**src/rtl/vote_session_ctrl.sv**
```systemverilog
`default_nettype none
// ============================================================================
//  Module   : vote_session_ctrl
//  Function : Timed voting session with a round-robin arbiter over two
//             booths feeding a saturating weighted tally
//             (normal x1, VIP x4, VVIP x16).
//  Revision : 1.0 - initial release
// ============================================================================
module vote_session_ctrl #(
    parameter int WINDOW = 16
) (
    input  logic        clk,
    input  logic        reset,
    input  logic        start,
    input  logic        abort,
    input  logic [7:0]  threshold,
    input  logic        req0,
    input  logic        req1,
    input  logic [31:0] np0,
    input  logic [31:0] np1,
    input  logic [7:0]  vip0,
    input  logic [7:0]  vip1,
    input  logic        vvip0,
    input  logic        vvip1,
    output logic [1:0]  grant,
    output logic        busy,
    output logic        done,
    output logic        pass,
    output logic [7:0]  total
);

    localparam logic [7:0] c_window_len = 8'(WINDOW);

    typedef enum logic [1:0] {
        S_IDLE   = 2'd0,
        S_OPEN   = 2'd1,
        S_REPORT = 2'd2
    } state_t;

    state_t      r_state;
    state_t      w_state_nxt;
    logic [7:0]  r_cnt;
    logic [7:0]  r_thresh;
    logic [7:0]  r_total;
    logic        r_pass;
    logic        r_prio;        // booth that wins when both request

    logic [1:0]  w_grant;
    logic        w_accept;
    logic        w_close;
    logic [31:0] w_np_sel;
    logic [7:0]  w_vip_sel;
    logic        w_vvip_sel;
    logic [5:0]  w_np_cnt;
    logic [3:0]  w_vip_cnt;
    logic [6:0]  w_weight;
    logic [8:0]  w_sum;
    logic [7:0]  w_total_acc;
    logic [7:0]  w_total_final;

    // Next state and grant; abort suppresses any grant in its cycle.
    always_comb begin
        w_state_nxt = r_state;
        w_grant     = 2'b00;
        w_close     = 1'b0;
        case (r_state)
            S_IDLE: begin
                if (start) begin
                    w_state_nxt = S_OPEN;
                end
            end
            S_OPEN: begin
                if (abort) begin
                    w_state_nxt = S_IDLE;
                end else begin
                    if (req0 && (!req1 || !r_prio)) begin
                        w_grant = 2'b01;
                    end else if (req1) begin
                        w_grant = 2'b10;
                    end
                    if (r_cnt <= 8'd1) begin
                        w_close     = 1'b1;
                        w_state_nxt = S_REPORT;
                    end
                end
            end
            S_REPORT: begin
                w_state_nxt = S_IDLE;
            end
            default: begin
                w_state_nxt = S_IDLE;
            end
        endcase
    end

    assign w_accept   = |w_grant;
    assign w_np_sel   = w_grant[1] ? np1   : np0;
    assign w_vip_sel  = w_grant[1] ? vip1  : vip0;
    assign w_vvip_sel = w_grant[1] ? vvip1 : vvip0;

    always_comb begin
        w_np_cnt  = 6'd0;
        w_vip_cnt = 4'd0;
        for (int i = 0; i < 32; i++) begin
            w_np_cnt = w_np_cnt + 6'(w_np_sel[i]);
        end
        for (int j = 0; j < 8; j++) begin
            w_vip_cnt = w_vip_cnt + 4'(w_vip_sel[j]);
        end
    end

    assign w_weight      = {1'b0, w_np_cnt}
                         + {1'b0, w_vip_cnt, 2'b00}
                         + {2'b00, w_vvip_sel, 4'b0000};
    assign w_sum         = {1'b0, r_total} + {2'b00, w_weight};
    assign w_total_acc   = w_sum[8] ? 8'hFF : w_sum[7:0];
    assign w_total_final = w_accept ? w_total_acc : r_total;

    always_ff @(posedge clk) begin
        if (reset) begin
            r_state <= S_IDLE;
        end else begin
            r_state <= w_state_nxt;
        end
    end

    always_ff @(posedge clk) begin
        if (reset) begin
            r_cnt    <= 8'd0;
            r_thresh <= 8'd0;
            r_total  <= 8'd0;
            r_pass   <= 1'b0;
            r_prio   <= 1'b0;
        end else begin
            case (r_state)
                S_IDLE: begin
                    if (start) begin
                        r_cnt    <= c_window_len;
                        r_thresh <= threshold;
                        r_total  <= 8'd0;
                        r_pass   <= 1'b0;
                    end
                end
                S_OPEN: begin
                    if (abort) begin
                        r_cnt <= 8'd0;
                    end else begin
                        r_cnt <= r_cnt - 8'd1;
                        if (w_accept) begin
                            r_total <= w_total_acc;
                            r_prio  <= w_grant[0];
                        end
                        // The last ballot lands on the closing edge, so judge the updated total.
                        if (w_close) begin
                            r_pass <= (w_total_final >= r_thresh);
                        end
                    end
                end
                default: begin
                    r_cnt <= 8'd0;
                end
            endcase
        end
    end

    assign grant = w_grant;
    assign busy  = (r_state == S_OPEN);
    assign done  = (r_state == S_REPORT);
    assign pass  = r_pass;
    assign total = r_total;

endmodule
`default_nettype wire

```
**config.mk**
```make
export PLATFORM = sky130hd
export DESIGN_NAME = vote_session_ctrl
export DESIGN_NICKNAME = d
export VERILOG_FILES = /design/src/rtl/vote_session_ctrl.sv
export SDC_FILE = /design/constraint.sdc
export NUM_CORES = 1
export LEC_CHECK = 0
export CAP_MARGIN = 25
export CORE_AREA = 2 2 119 121
export DETAILED_ROUTE_END_ITERATION = 16
export DIE_AREA = 0 0 121 123
export PLACE_DENSITY = 0.44
export SETUP_SLACK_MARGIN = 0.15
export SLEW_MARGIN = 10
export SYNTH_ARGS = -nofsm -noshare
export SYNTH_HDL_FRONTEND = slang
export SYNTH_SLANG_ARGS = --single-unit
export TNS_END_PERCENT = 30
```
**constraint.sdc**
```tcl
create_clock -name clk -period 12.2 [get_ports clk]
set_clock_uncertainty 0.05 [all_clocks]
set_input_delay 2.44 -clock clk [delete_from_list [all_inputs] [get_ports clk]]
set_output_delay 2.44 -clock clk [all_outputs]
set_load 0.01 [all_outputs]
```
# Word-level counts from Yosys, hierarchy flattened
# Cells that the tools add are included.
[word_totals] latch_bits=0 ff_bits=28 rom_bits=0 mem_bits_rw=0 n_memories=0 out_inout_bits=13
[op_classes] div=0 n_shift=0 reduce_logical=12 n_addsub=42 multipliers=0 eq_ne=6 bitwise=1 mux=26 order_cmp=2
[ops] op="adder 6 x 1 -> 6 bit" count=26
[ops] op="two-way mux 8 bit" count=7
[ops] op="two-way mux 32 bit" count=1
[ops] op="case mux 8 bit (2 select lines)" count=2
[ops] op="adder 4 x 1 -> 4 bit" count=4
[ops] op="two-way mux 2 bit" count=7
[ops] op="adder 8 x 7 -> 9 bit" count=1
[ops] op="adder 3 x 1 -> 4 bit" count=2
[ops] op="greater-or-equal comparator 8 bit" count=1
[ops] op="<= comparator 8 x 1 -> 1 bit (second input constant)" count=1
[ops] op="subtractor 8 x 1 -> 8 bit (second input constant)" count=1
[ops] op="adder 6 x 6 -> 7 bit" count=1
[ops] op="adder 7 x 5 -> 7 bit" count=1
[ops] op="two-way mux 1 bit" count=7
[ops] op="adder 2 x 1 -> 3 bit" count=2
[ops] op="adder 5 x 1 -> 6 bit" count=1
[ops] op="AND reduction 3 bit" count=2
[ops] op="adder 4 x 1 -> 5 bit" count=1
[ops] op="adder 1 x 1 -> 2 bit" count=2
[ops] op="!= test 2 bit (second input constant)" count=2
[ops] op="case mux 2 bit (2 select lines)" count=1
[ops] op="AND reduction 2 bit" count=2
[ops] op="AND reduction 4 bit" count=1
[ops] op="!= test 3 x 2 -> 1 bit (second input constant)" count=1
[ops] op="11 further kinds" count=12

# Logic depth before layout (Yosys ltp)
[depth] depth_word=47 mapped_depth=33 ltp_nobuf=30

# Worst setup path after synthesis
# No wires, ideal clock.
[synth_path] path_type="input to register" startpoint="input abort" endpoint="register r_pass, in the netlist pass" setup_slack_ns=2.122 n_path_buf=2 setup_ns=0.137 t_required_ns=12.013 stages=30 t_arrival_ns=9.891 cell_sequence="nor3b_2 -> nand3_2 -> inv_1 -> buf_2 -> nand2_1 -> nand2_1 -> fa_1 -> fa_1 -> fa_1 -> ha_1 -> ha_1 -> ha_1 -> fa_1 -> fa_1 -> inv_1 -> fa_1 -> inv_1 -> ha_1 -> a21o_1 -> a21oi_2 -> a2bb2oi_2 -> mux2i_4 -> buf_6 -> o2bb2ai_2 -> ha_1 -> nand2b_1 -> a21o_1 -> a211oi_1 -> or3_1 -> a211oi_1"
[synth_via] elab_chain_len=43 word_cells_on_any_way=58
[synth_lines] element="from (decl)" line_no="15" text="input logic abort,"
[synth_lines] element="two-way mux 2 bit *" line_no="73" text="if (abort) begin"
[synth_lines] element="two-way mux 2 bit *" line_no="66" text="case (r_state)"
[synth_lines] element="via grant[1]" line_no="25" text="output logic [1:0] grant,"
[synth_lines] element="two-way mux 32 bit" line_no="97" text="assign w_np_sel = w_grant[1] ? np1 : np0;"
[synth_lines] element="adder 1 x 1 -> 2 bit" line_no="105" text="w_np_cnt = w_np_cnt + 6'(w_np_sel[i]);"
[synth_lines] element="adder 2 x 1 -> 3 bit" line_no="105"
[synth_lines] element="adder 3 x 1 -> 4 bit" line_no="105"
[synth_lines] element="adder 4 x 1 -> 5 bit" line_no="105"
[synth_lines] element="[... 28 more ...]"
[synth_lines] element="adder 7 x 5 -> 7 bit" line_no="114" text="+ {2'b00, w_vvip_sel, 4'b0000};"
[synth_lines] element="adder 8 x 7 -> 9 bit" line_no="115" text="assign w_sum = {1'b0, r_total} + {2'b00, w_weight};"
[synth_lines] element="two-way mux 8 bit" line_no="116" text="assign w_total_acc = w_sum[8] ? 8'hFF : w_sum[7:0];"
[synth_lines] element="two-way mux 8 bit *"
[synth_lines] element="greater-or-equal comparator 8 bit *" line_no="155" text="r_pass <= (w_total_final >= r_thresh);"
[synth_lines] element="two-way mux 1 bit *" line_no="154" text="if (w_close) begin"
[synth_lines] element="two-way mux 1 bit *" line_no="145" text="if (abort) begin"
[synth_lines] element="case mux 1 bit (2 select lines) *" line_no="135" text="case (r_state)"
[synth_lines] element="to (signal assigned)" line_no="155"
[synth_lines] element="to (decl)" line_no="45" text="logic r_pass;"
# The timed path passes the listed nets; every way through them passes the cells marked *. The select of a mux whose other input is x is not followed.
# A chain may end at the register's enable or synchronous reset.

# Final worst setup path
[layout_path] startpoint="input abort" endpoint="register r_pass, in the netlist pass"
[layout_via] elab_chain_len=43 word_cells_on_any_way=58
[layout_lines] element="two-way mux 2 bit" line_no="73"
[layout_lines] element="two-way mux 2 bit" line_no="66"
[layout_lines] element="two-way mux 32 bit" line_no="97"
[layout_lines] element="adder 1 x 1 -> 2 bit" line_no="105"
[layout_lines] element="adder 2 x 1 -> 3 bit" line_no="105"
[layout_lines] element="adder 3 x 1 -> 4 bit" line_no="105"
[layout_lines] element="adder 4 x 1 -> 5 bit" line_no="105"
[layout_lines] element="adder 5 x 1 -> 6 bit" line_no="105"
[layout_lines] element="[... 27 more ...]"
[layout_lines] element="adder 7 x 5 -> 7 bit" line_no="114"
[layout_lines] element="adder 8 x 7 -> 9 bit" line_no="115"
[layout_lines] element="two-way mux 8 bit" line_no="116"
[layout_lines] element="two-way mux 8 bit"
[layout_lines] element="greater-or-equal comparator 8 bit" line_no="155"
[layout_lines] element="two-way mux 1 bit" line_no="154"
[layout_lines] element="two-way mux 1 bit" line_no="145"
[layout_lines] element="case mux 1 bit (2 select lines)" line_no="135"
# Several ways; a longest one is shown, not always the timed one. The select of a mux whose other input is x is not followed.

==> metrics.yaml <==
synthCells: 401
grt_max_degree: 25
synth_top_area_share: 0.191
required_ps: 12250
cts_resized: 0
r2r_slack_ps: 3820
syn_avg_cell_area_um2: 8.37
netlist_top_cells_count: "97 x nand2_1, 43 x ha_1, 35 x inv_1"
fp.dieW_um: 121
crit_path_start_kind: "input port"
grt_use_total: 0.124
grt_setup_unrepaired: "false"
die_h_um: 123
root_buffer: "clkbuf_16"
cts.clk_slew.worst_paths_ps: 70
syn_area_um2: 3360
slew_viol_final: 0
fin_crit_ps: 10530
ys_types: 47
dieArea_um2: 14900
stdcell_area_um2: 4700
first_iter_violations: 78
critPathKind: "input port to flip-flop"
yosysSeqAreaShare: 0.167
cts_hold_buf: 0
finalCritPeriodShare: 0.863
grt.overflow.total: 0
status: "finished, final reports clean"
hold_start: "r_thresh[5]$_SDFFE_PP0P_"
setup_ws_ps: 1670
vias: 3000
finalWirelength_um: 9220
syn-num-nets: 572
async_flop_share: 0
antenna_cells: 0
drtAntennaViolNets: 0
crit_top_cell: "fa_1"
synth.largest_area_cell: "fa_1"
rows: 43
insertion_delay_ps: 270
antenna_found_initial: 0
setup_viol: 0
drc: 0
max-vdd-ir-drop_v: 0.000145
grt_pass1_wl_um: 14900
cts_tree: "built"
ys_seq_elements: 28
tightest_slew_ps: 989
cp_top_family: "adder cells"
port-buffer-count: 108
power_mw: 1.21
clockBufferDepth: 2
ys_warn_count: 0
htreeDepth: 1
maxSlewHeadroom: 0.339
gp_congestion: 0.790
final_nets: 675
leakage_nw: 2.14
cp_data_arrival_time_ps: 10590
post_cts_buffers: 0
holdWs_ps: 407
cts_buffers: 3
dpl_cell_area_um2: 4610
worstReg2RegStart: "r_state[0]$_SDFFE_PP0P_"
hpwl_um: 7790
hold_path_class: "flip-flop to flip-flop"
io_pins: 109
maxCapViolations: 0
fmax_mhz: 94.9
cp_slowest_stage_delay_ps: 540
holdPathEnd: "r_thresh[5]$_SDFFE_PP0P_"
numClockSinks: 28
first_global_vias: 3106
areaGrowthSynthToFinish_pct: 40.1
dr.pass1.iters: 4
pwr_density_cell_nw_per_um2: 257
holdPathStages: 2
yosysMostFrequentCell: "nand2_1"
final_layout_size_suffix_gt1_frac: 0.0338
core_um2: 13600
post-place-ws_ps: 1420
setup-tns-final_ps: 0
end_kind: "flip-flop"
rr_endpoint: "pass$_SDFFE_PP0P_"
vias_per_cell: 4.39
slowest_stage: "fa_1"
reg2reg_depth: 29
timing_hold_violations_final: 0
ys_top_cells_by_area: "fa_1 19%, dfxtp_1 17%, ha_1 16%"
synth_edf_count: 0
initial_core_util: 0.247
crit_fanout: 23
post_drt_wl_per_cell_um: 13.5
crit_buf_inv: 5
yosys_most_used_dff: "dfxtp_1"
==> cell usage in the layout, fill, tap and decap left out, types with 5 or more instances in the layout <==
| master | count |
|---|---|
| a21oi_1 | 34 |
| mux2i_1 | 18 |
| fa_1 | 32 |
| xor2_1 | 7 |
| nand2_1 | 97 |
| nor2_1 | 26 |
| xnor2_1 | 5 |
| inv_1 | 35 |
| clkdlybuf4s50_1 | 108 |
| o21ai_0 | 8 |
| nor2b_1 | 5 |
| dfxtp_1 | 28 |
| ha_1 | 43 |
==> power breakdown <==
part           switching [mW]  internal (mW)
logic                   0.581          0.424
registers              0.0142          0.104
clock network          0.0329         0.0503
total                   0.629          0.578
==> metal layers <==
layer	track usage	wire length [um]	up-vias
li1	-	-	1550
met1	0.170	4360	1359
met2	0.203	4200	78
met3	0.0189	494	13
met4	0.0327	164	0
met5	0	0	-
==> cells by family (layout without fill, tap and decap cells) <==
| kind of cell | after synthesis | after routing | synth area share |
|---|---|---|---|
| flip-flops | 28 | 28 | 0.167 |
| buffers and inverters | 49 | 151 | 0.0630 |
| XOR/XNOR | 12 | 12 | 0.0313 |
| adder cells (fa/ha/maj) | 75 | 75 | 0.351 |
| AO/OA/AOI/OAI | 66 | 66 | 0.128 |
| AND/OR/NAND/NOR | 152 | 152 | 0.199 |
| multiplexers | 19 | 19 | 0.0604 |
==> area by class of cell <==
type	instances	area [um2]
Sequential cell	28	561
Inverter	35	131
Multi-Input combinational cell	324	2580
Fill cell	1415	8910
Clock buffer	4	88.8
Tap cell	180	225
Timing Repair Buffer	112	1110
==> flip-flops by register name (all words and copies together), names as in the netlist <==
name and flops:
r_state 2, r_thresh 8, r_cnt 8, r_prio 1, pass 1, total 8
==> metrics by stage <==
| step | utilization | cells |
|---|---|---|
| 6_report | 0.345 | 683 |
| 2_1_floorplan | - | 401 |
| 5_1_grt | 0.345 | 683 |
| 3_3_place_gp | 0.339 | 679 |
| 3_5_place_dp | 0.339 | 679 |
| 4_1_cts | 0.345 | 683 |
==> how the worst max path moves through the flow <==
stage	from	end	slack, ps	cells after the start
finish	abort	pass$_SDFFE_PP0P_	1670	30
global route	abort	pass$_SDFFE_PP0P_	1200	30
CTS	abort	pass$_SDFFE_PP0P_	1610	30
detailed placement	abort	pass$_SDFFE_PP0P_	1420	30
global placement	abort	pass$_SDFFE_PP0P_	1530	30
floorplan	abort	pass$_SDFFE_PP0P_	2120	30
==> tightest hold or removal path, delay by kind of cell, from the launching register on <==
kind	cells	cell delay, ps
flops	1	310
simple gates	1	50
compound gates	1	50
(Power assumes the default switching activity.)
